<file path="config.mk">
export PLATFORM = sky130hd
export DESIGN_NAME = id_ex_reg
export DESIGN_NICKNAME = d
export VERILOG_FILES = /design/src/rtl/id_ex_reg_pkg.sv /design/src/rtl/id_ex_reg_pipe_field_reg.sv /design/src/rtl/id_ex_reg.sv
export SDC_FILE = /design/constraint.sdc
export NUM_CORES = 1
export LEC_CHECK = 0
export ABC_AREA = 1
export CORE_MARGIN = 10
export CORE_UTILIZATION = 36
export CTS_CLUSTER_DIAMETER = 150
export DETAILED_ROUTE_END_ITERATION = 8
export PLACE_DENSITY = 0.75
export SLEW_MARGIN = 5
export SYNTH_ARGS = -nofsm -noshare
export SYNTH_HDL_FRONTEND = slang
export SYNTH_SLANG_ARGS = --single-unit
</file>
<file path="constraint.sdc">
create_clock -name clk -period 1.24 [get_ports clk]
set_input_delay 0.124 -clock clk [delete_from_list [all_inputs] [get_ports clk]]
set_output_delay 0.124 -clock clk [all_outputs]
set_load 0.02 [all_outputs]
</file>
<file path="src/rtl/id_ex_reg_pkg.sv">
// Shared ID/EX pipeline definitions.
//   ctrl_t   : control bundle that travels from decode to execute (10 bits)
//   CTRL_NOP : all-zero bundle, i.e. an instruction with no side effects
//   XLEN_DEF / RA_W_DEF : default datapath and register-address widths
package id_ex_reg_pkg;

  localparam int XLEN_DEF = 32;
  localparam int RA_W_DEF = 5;

  typedef struct packed {
    logic       regwrite;
    logic [1:0] immsel;
    logic       branch;
    logic [1:0] aluop;
    logic       alusrc;
    logic       memread;
    logic       memwrite;
    logic       memtoreg;
  } ctrl_t;

  localparam ctrl_t CTRL_NOP = '0;

endpackage

</file>
<file path="src/rtl/id_ex_reg_pipe_field_reg.sv">
// Width-parameterised pipeline flop with synchronous reset, clear and hold.
// Priority: reset > clear > hold > load.
//   clk   : rising-edge clock
//   reset : synchronous active-high, forces q to 0
//   hold  : keep q unchanged
//   clear : load 0 (wins over hold)
//   d / q : data in / registered data out
module pipe_field_reg #(
  parameter int W = 1
) (
  input  logic         clk,
  input  logic         reset,
  input  logic         hold,
  input  logic         clear,
  input  logic [W-1:0] d,
  output logic [W-1:0] q
);

  always_ff @(posedge clk) begin
    if (reset)      q <= '0;
    else if (clear) q <= '0;
    else if (!hold) q <= d;
  end

endmodule

</file>
<file path="src/rtl/id_ex_reg.sv">
// ID/EX pipeline register with stall (hold), flush (bubble insert), valid bit
// and a saturating count of bubbles entering EX.
//   clk, reset    : clock, synchronous active-high reset
//   stall, flush  : hold everything / load a bubble (flush wins)
//   id_*          : decode-stage slot (control bundle, valid, datapath fields)
//   ex_*          : registered copy presented to EX
//   bubble_cnt    : bubbles that entered EX, saturating at all ones
module id_ex_reg
  import id_ex_reg_pkg::*;
#(
  parameter int XLEN  = XLEN_DEF,
  parameter int RA_W  = RA_W_DEF,
  parameter int CNT_W = 16
) (
  input  logic             clk,
  input  logic             reset,
  input  logic             stall,
  input  logic             flush,
  input  logic             id_valid,
  input  logic             id_regwrite,
  input  logic             id_branch,
  input  logic             id_alusrc,
  input  logic             id_memread,
  input  logic             id_memwrite,
  input  logic             id_memtoreg,
  input  logic [1:0]       id_immsel,
  input  logic [1:0]       id_aluop,
  input  logic [XLEN-1:0]  id_pc,
  input  logic [XLEN-1:0]  id_rs1_data,
  input  logic [XLEN-1:0]  id_rs2_data,
  input  logic [XLEN-1:0]  id_imm,
  input  logic [RA_W-1:0]  id_rs1,
  input  logic [RA_W-1:0]  id_rs2,
  input  logic [RA_W-1:0]  id_rd,
  input  logic [2:0]       id_funct3,
  input  logic             id_funct7b5,
  output logic             ex_valid,
  output logic             ex_regwrite,
  output logic             ex_branch,
  output logic             ex_alusrc,
  output logic             ex_memread,
  output logic             ex_memwrite,
  output logic             ex_memtoreg,
  output logic [1:0]       ex_immsel,
  output logic [1:0]       ex_aluop,
  output logic [XLEN-1:0]  ex_pc,
  output logic [XLEN-1:0]  ex_rs1_data,
  output logic [XLEN-1:0]  ex_rs2_data,
  output logic [XLEN-1:0]  ex_imm,
  output logic [RA_W-1:0]  ex_rs1,
  output logic [RA_W-1:0]  ex_rs2,
  output logic [RA_W-1:0]  ex_rd,
  output logic [2:0]       ex_funct3,
  output logic             ex_funct7b5,
  output logic [CNT_W-1:0] bubble_cnt
);

  localparam int CW  = $bits(ctrl_t) + 1;
  localparam int DPW = 4*XLEN + 3*RA_W + 4;

  ctrl_t          id_ctrl, ex_ctrl;
  logic [CW-1:0]  ctl_d, ctl_q;
  logic [DPW-1:0] dp_d, dp_q;
  logic           bubble_in;

  always_comb begin
    id_ctrl          = CTRL_NOP;
    id_ctrl.regwrite = id_regwrite;
    id_ctrl.immsel   = id_immsel;
    id_ctrl.branch   = id_branch;
    id_ctrl.aluop    = id_aluop;
    id_ctrl.alusrc   = id_alusrc;
    id_ctrl.memread  = id_memread;
    id_ctrl.memwrite = id_memwrite;
    id_ctrl.memtoreg = id_memtoreg;
  end

  assign ctl_d = {id_valid, id_ctrl};

  // Valid travels with the control bundle so a flush kills both together.
  pipe_field_reg #(.W(CW)) u_ctl (
    .clk   (clk),
    .reset (reset),
    .hold  (stall),
    .clear (flush),
    .d     (ctl_d),
    .q     (ctl_q)
  );

  assign {ex_valid, ex_ctrl} = ctl_q;
  assign ex_regwrite = ex_ctrl.regwrite;
  assign ex_immsel   = ex_ctrl.immsel;
  assign ex_branch   = ex_ctrl.branch;
  assign ex_aluop    = ex_ctrl.aluop;
  assign ex_alusrc   = ex_ctrl.alusrc;
  assign ex_memread  = ex_ctrl.memread;
  assign ex_memwrite = ex_ctrl.memwrite;
  assign ex_memtoreg = ex_ctrl.memtoreg;

  assign dp_d = {id_pc, id_rs1_data, id_rs2_data, id_imm,
                 id_rs1, id_rs2, id_rd, id_funct3, id_funct7b5};

  // Datapath is never cleared; on flush it still loads (even under stall)
  // so the bubble carries the current slot's harmless operand values.
  pipe_field_reg #(.W(DPW)) u_dp (
    .clk   (clk),
    .reset (reset),
    .hold  (stall & ~flush),
    .clear (1'b0),
    .d     (dp_d),
    .q     (dp_q)
  );

  assign {ex_pc, ex_rs1_data, ex_rs2_data, ex_imm,
          ex_rs1, ex_rs2, ex_rd, ex_funct3, ex_funct7b5} = dp_q;

  // A bubble enters EX on flush, or on an unheld load of an invalid slot.
  assign bubble_in = flush | (~stall & ~id_valid);

  always_ff @(posedge clk) begin
    if (reset)
      bubble_cnt <= '0;
    else if (bubble_in && !(&bubble_cnt))
      bubble_cnt <= bubble_cnt + CNT_W'(1);
  end

endmodule

</file>
==> impl_metrics.toml <==
[power_and_ir_drop]
swShare = 0.278
clkPwrFrac = 0.392
comb_power_share = 0.167
ir_drop_v = 0.000876
pwr-share-seq = 0.441
cellLeakagePower_uw = 0.00489
p_int_uw = 10000
power_per_cell_area_nw_per_um2 = 1300
switchingPower_uw = 3860

[floorplan]
dieWidth_um = 153
initial_core_util = 0.368
dieArea_um2 = 23400
die_h_um = 153
row_count = 48
fp.coreArea_um2 = 17400
io_pins = 336

[grt]
antenna_found_initial = 1
grt_busiest_layer = "met2"
grt_util_met2 = 0.329
grtUsageMet1 = 0.202
grt-ovfl-total = 0
grt_pass1_wl_um = 37300
grtUsageMet3 = 0.113
grt_pass1_vias = 6799
grt.total_usage = 0.197
grt_max_degree = 75

[worst_setup_path]
crit_path_cell_trace = "buf_6, nand4_1, nor2_2, nand2_2, buf_6, a21oi_1, nor2_1"
crit_type = "reg -> reg"
slowest_stage = "dfxtp_4"
regToRegSetupSlack_ns = -0.17
critical-path-max-stage-delay_ns = 0.38
end_kind = "flop"
crit_family = "simple AND/OR/NAND/NOR gates"
required_ns = 1.55
crit_path_start_kind = "flop"
worst_path_most_repeated_cell = "buf_6"
cp_max_fo = 7
arrival_ns = 1.72
crit_buf_inv = 2

[route]
drc = 0
ant_nets = 0
wl_per_cell_um = 16.6
vias = 6871
wl_um = 24300
drtIter0Drc = 344
dr.pass1.iters = 5
viasPerCell = 4.71

[timing]
final_hold_viol_count = 0
worstMarginPinSlew_ns = 0.303
holdWs_ns = 0.221
slew_headroom = 0.796
finalSetupViolations = 16
fin_crit_ns = 1.41
skew_ns = 0.0105
finalWorstSetupSlack_ns = -0.172
fin_crit_sh = 1.14
fmax_mhz = 708
drv_slew = 0
grt_setup_unrepaired = "true"

[clocking]
cts_buffer_depth = 2
cts_sinks = 174
cts_tree = "done"
cts_root_buf = "clkbuf_16"
htree_levels = 4
clk_latency_ns = 0.42
cts-buffers-inserted = 17
clk_pin_slew_worst_paths_ns = 0.07

[place]
placedCellCount = 1418
hpwlAfterDp_um = 18300
port-buffer-count = 335
pre_cts_ws_ns = -0.373
gp_congestion = 0.901

[synth]
synth-seq-cells = 174
syn-instance-count = 845
yosys.cell_types.count = 24
yosysWarnings = 0
netlist_area_um2 = 6380
synth_edf_count = 0
synth_nets = 1008
ys.flop_type = "dfxtp_1"
synth_area_per_cell_um2 = 7.55
ys_seq_area_frac = 0.546
async_reset_ff_frac = 0

[final_layout]
instances_no_fill = 1458
drive_gt1_frac = 0.265
syn_to_final_growth_pct = 68.3
fin_util = 0.619
fin_nets = 1382

[hold_path]
worstHoldPathType = "in -> reg"

[run]
drv_cap = 0

[outcome]
failed_checks = "setup timing"
status = "finished with violations"
[cells in the mapped netlist (3+ instances only)]
cell type,n,share of area
nor2_1,337,0.20
dfxtp_1,174,0.55
o21ai_0,145,0.11
nand2_1,58,0.034
buf_2,27,0.021
a21oi_1,21,0.016
clkbuf_1,20,0.012
nand3_1,18,0.014
inv_1,14,0.0082
buf_4,4,0.0047
nand2_2,4,0.0039
o21ai_1,4,0.0031
nand4_1,3,0.0029
[flip-flops by register name, summed over array words and instances (netlist names)]
signal,flops
bubble_cnt,16
u_ctl.q,11
u_dp.q,147
[cells in the final DEF (no fill, tap or decap), drive strengths merged, types with 2 or more instances in the layout]
master / count
nor2: 340
dfxtp: 174
clkdlybuf4s50: 160
o21ai: 149
clkbuf: 125
buf: 94
nand2: 62
clkdlybuf4s15: 47
inv: 25
a21oi: 21
nand3: 19
nand4: 4
clkinv: 4
nand3b: 2
[metrics by stage]
stage,setup TNS (ns),area (um2),total power (uW)
3_5_place_dp,-53.89,10500,8870
2_1_floorplan,0,6450,7290
5_1_grt,-2.69,10700,14500
4_1_cts,-0.150,11100,14100
6_report,-1.58,10700,13900
3_3_place_gp,-48.29,10500,8830
[routing by layer]
metal | up-vias | share of wire
li1 | 3450 | -
met1 | 3097 | 0.37
met2 | 288 | 0.48
met3 | 36 | 0.12
met4 | 0 | 0.022
met5 | - | 0
[timing repair]
item,in CTS,in global routing
endpoints found under the hold margin,0,0
pin swaps,9,13
hold buffers,0,0
setup endpoints to repair,188,148
setup buffers,1,6
resized for setup,406,179
[final timing paths]
| path | startpoint | to | depth (start not counted) |
|---|---|---|---|
| worst max-delay path | bubble_cnt[2] | bubble_cnt[6] | 7 |
| worst max register to register | bubble_cnt[2] | bubble_cnt[6] | 7 |
| worst min register to register | u_ctl.q[2] | u_ctl.q[2] | 2 |
| worst min-delay path | stall | u_ctl.q[5] | 4 |
[cell families after synthesis]
family / Yosys count / synth area share
AND/OR/NAND/NOR: 427 / 0.264
flip-flops: 174 / 0.546
AO/OA/AOI/OAI: 171 / 0.135
buffers and inverters: 71 / 0.0518
XOR/XNOR: 1 / 0.00137
adder cells (fa/ha/maj): 1 / 0.00196
[power by group through the flow]
stage	logic, uW	clock network, uW	registers (uW)
final	2330	5450	6130
after global routing	2540	5810	6180
after CTS	2440	5570	6130
after detailed placement	2610	0	6270
after global placement	2590	0	6250
after floorplan	592	0	6700
[final cells by class]
type / count / area (um2)
fillers: 1512 / 6620
clock buffers: 19 / 464
flip-flops and latches: 174 / 3530
diodes: 1 / 2.50
repair buffers: 408 / 3480
multi-input cells: 600 / 2770
well taps: 225 / 282
inverters: 18 / 73.8
clock inverters: 13 / 138
[worst register-to-register path: stages, from the launching register on]
cell and delay [ns]:
dfxtp_4 0.38, buf_6 0.10, nand4_1 0.16, nor2_2 0.20, nand2_2 0.12, buf_6 0.16
a21oi_1 0.12, nor2_1 0.06
(Power assumes the default switching activity.)
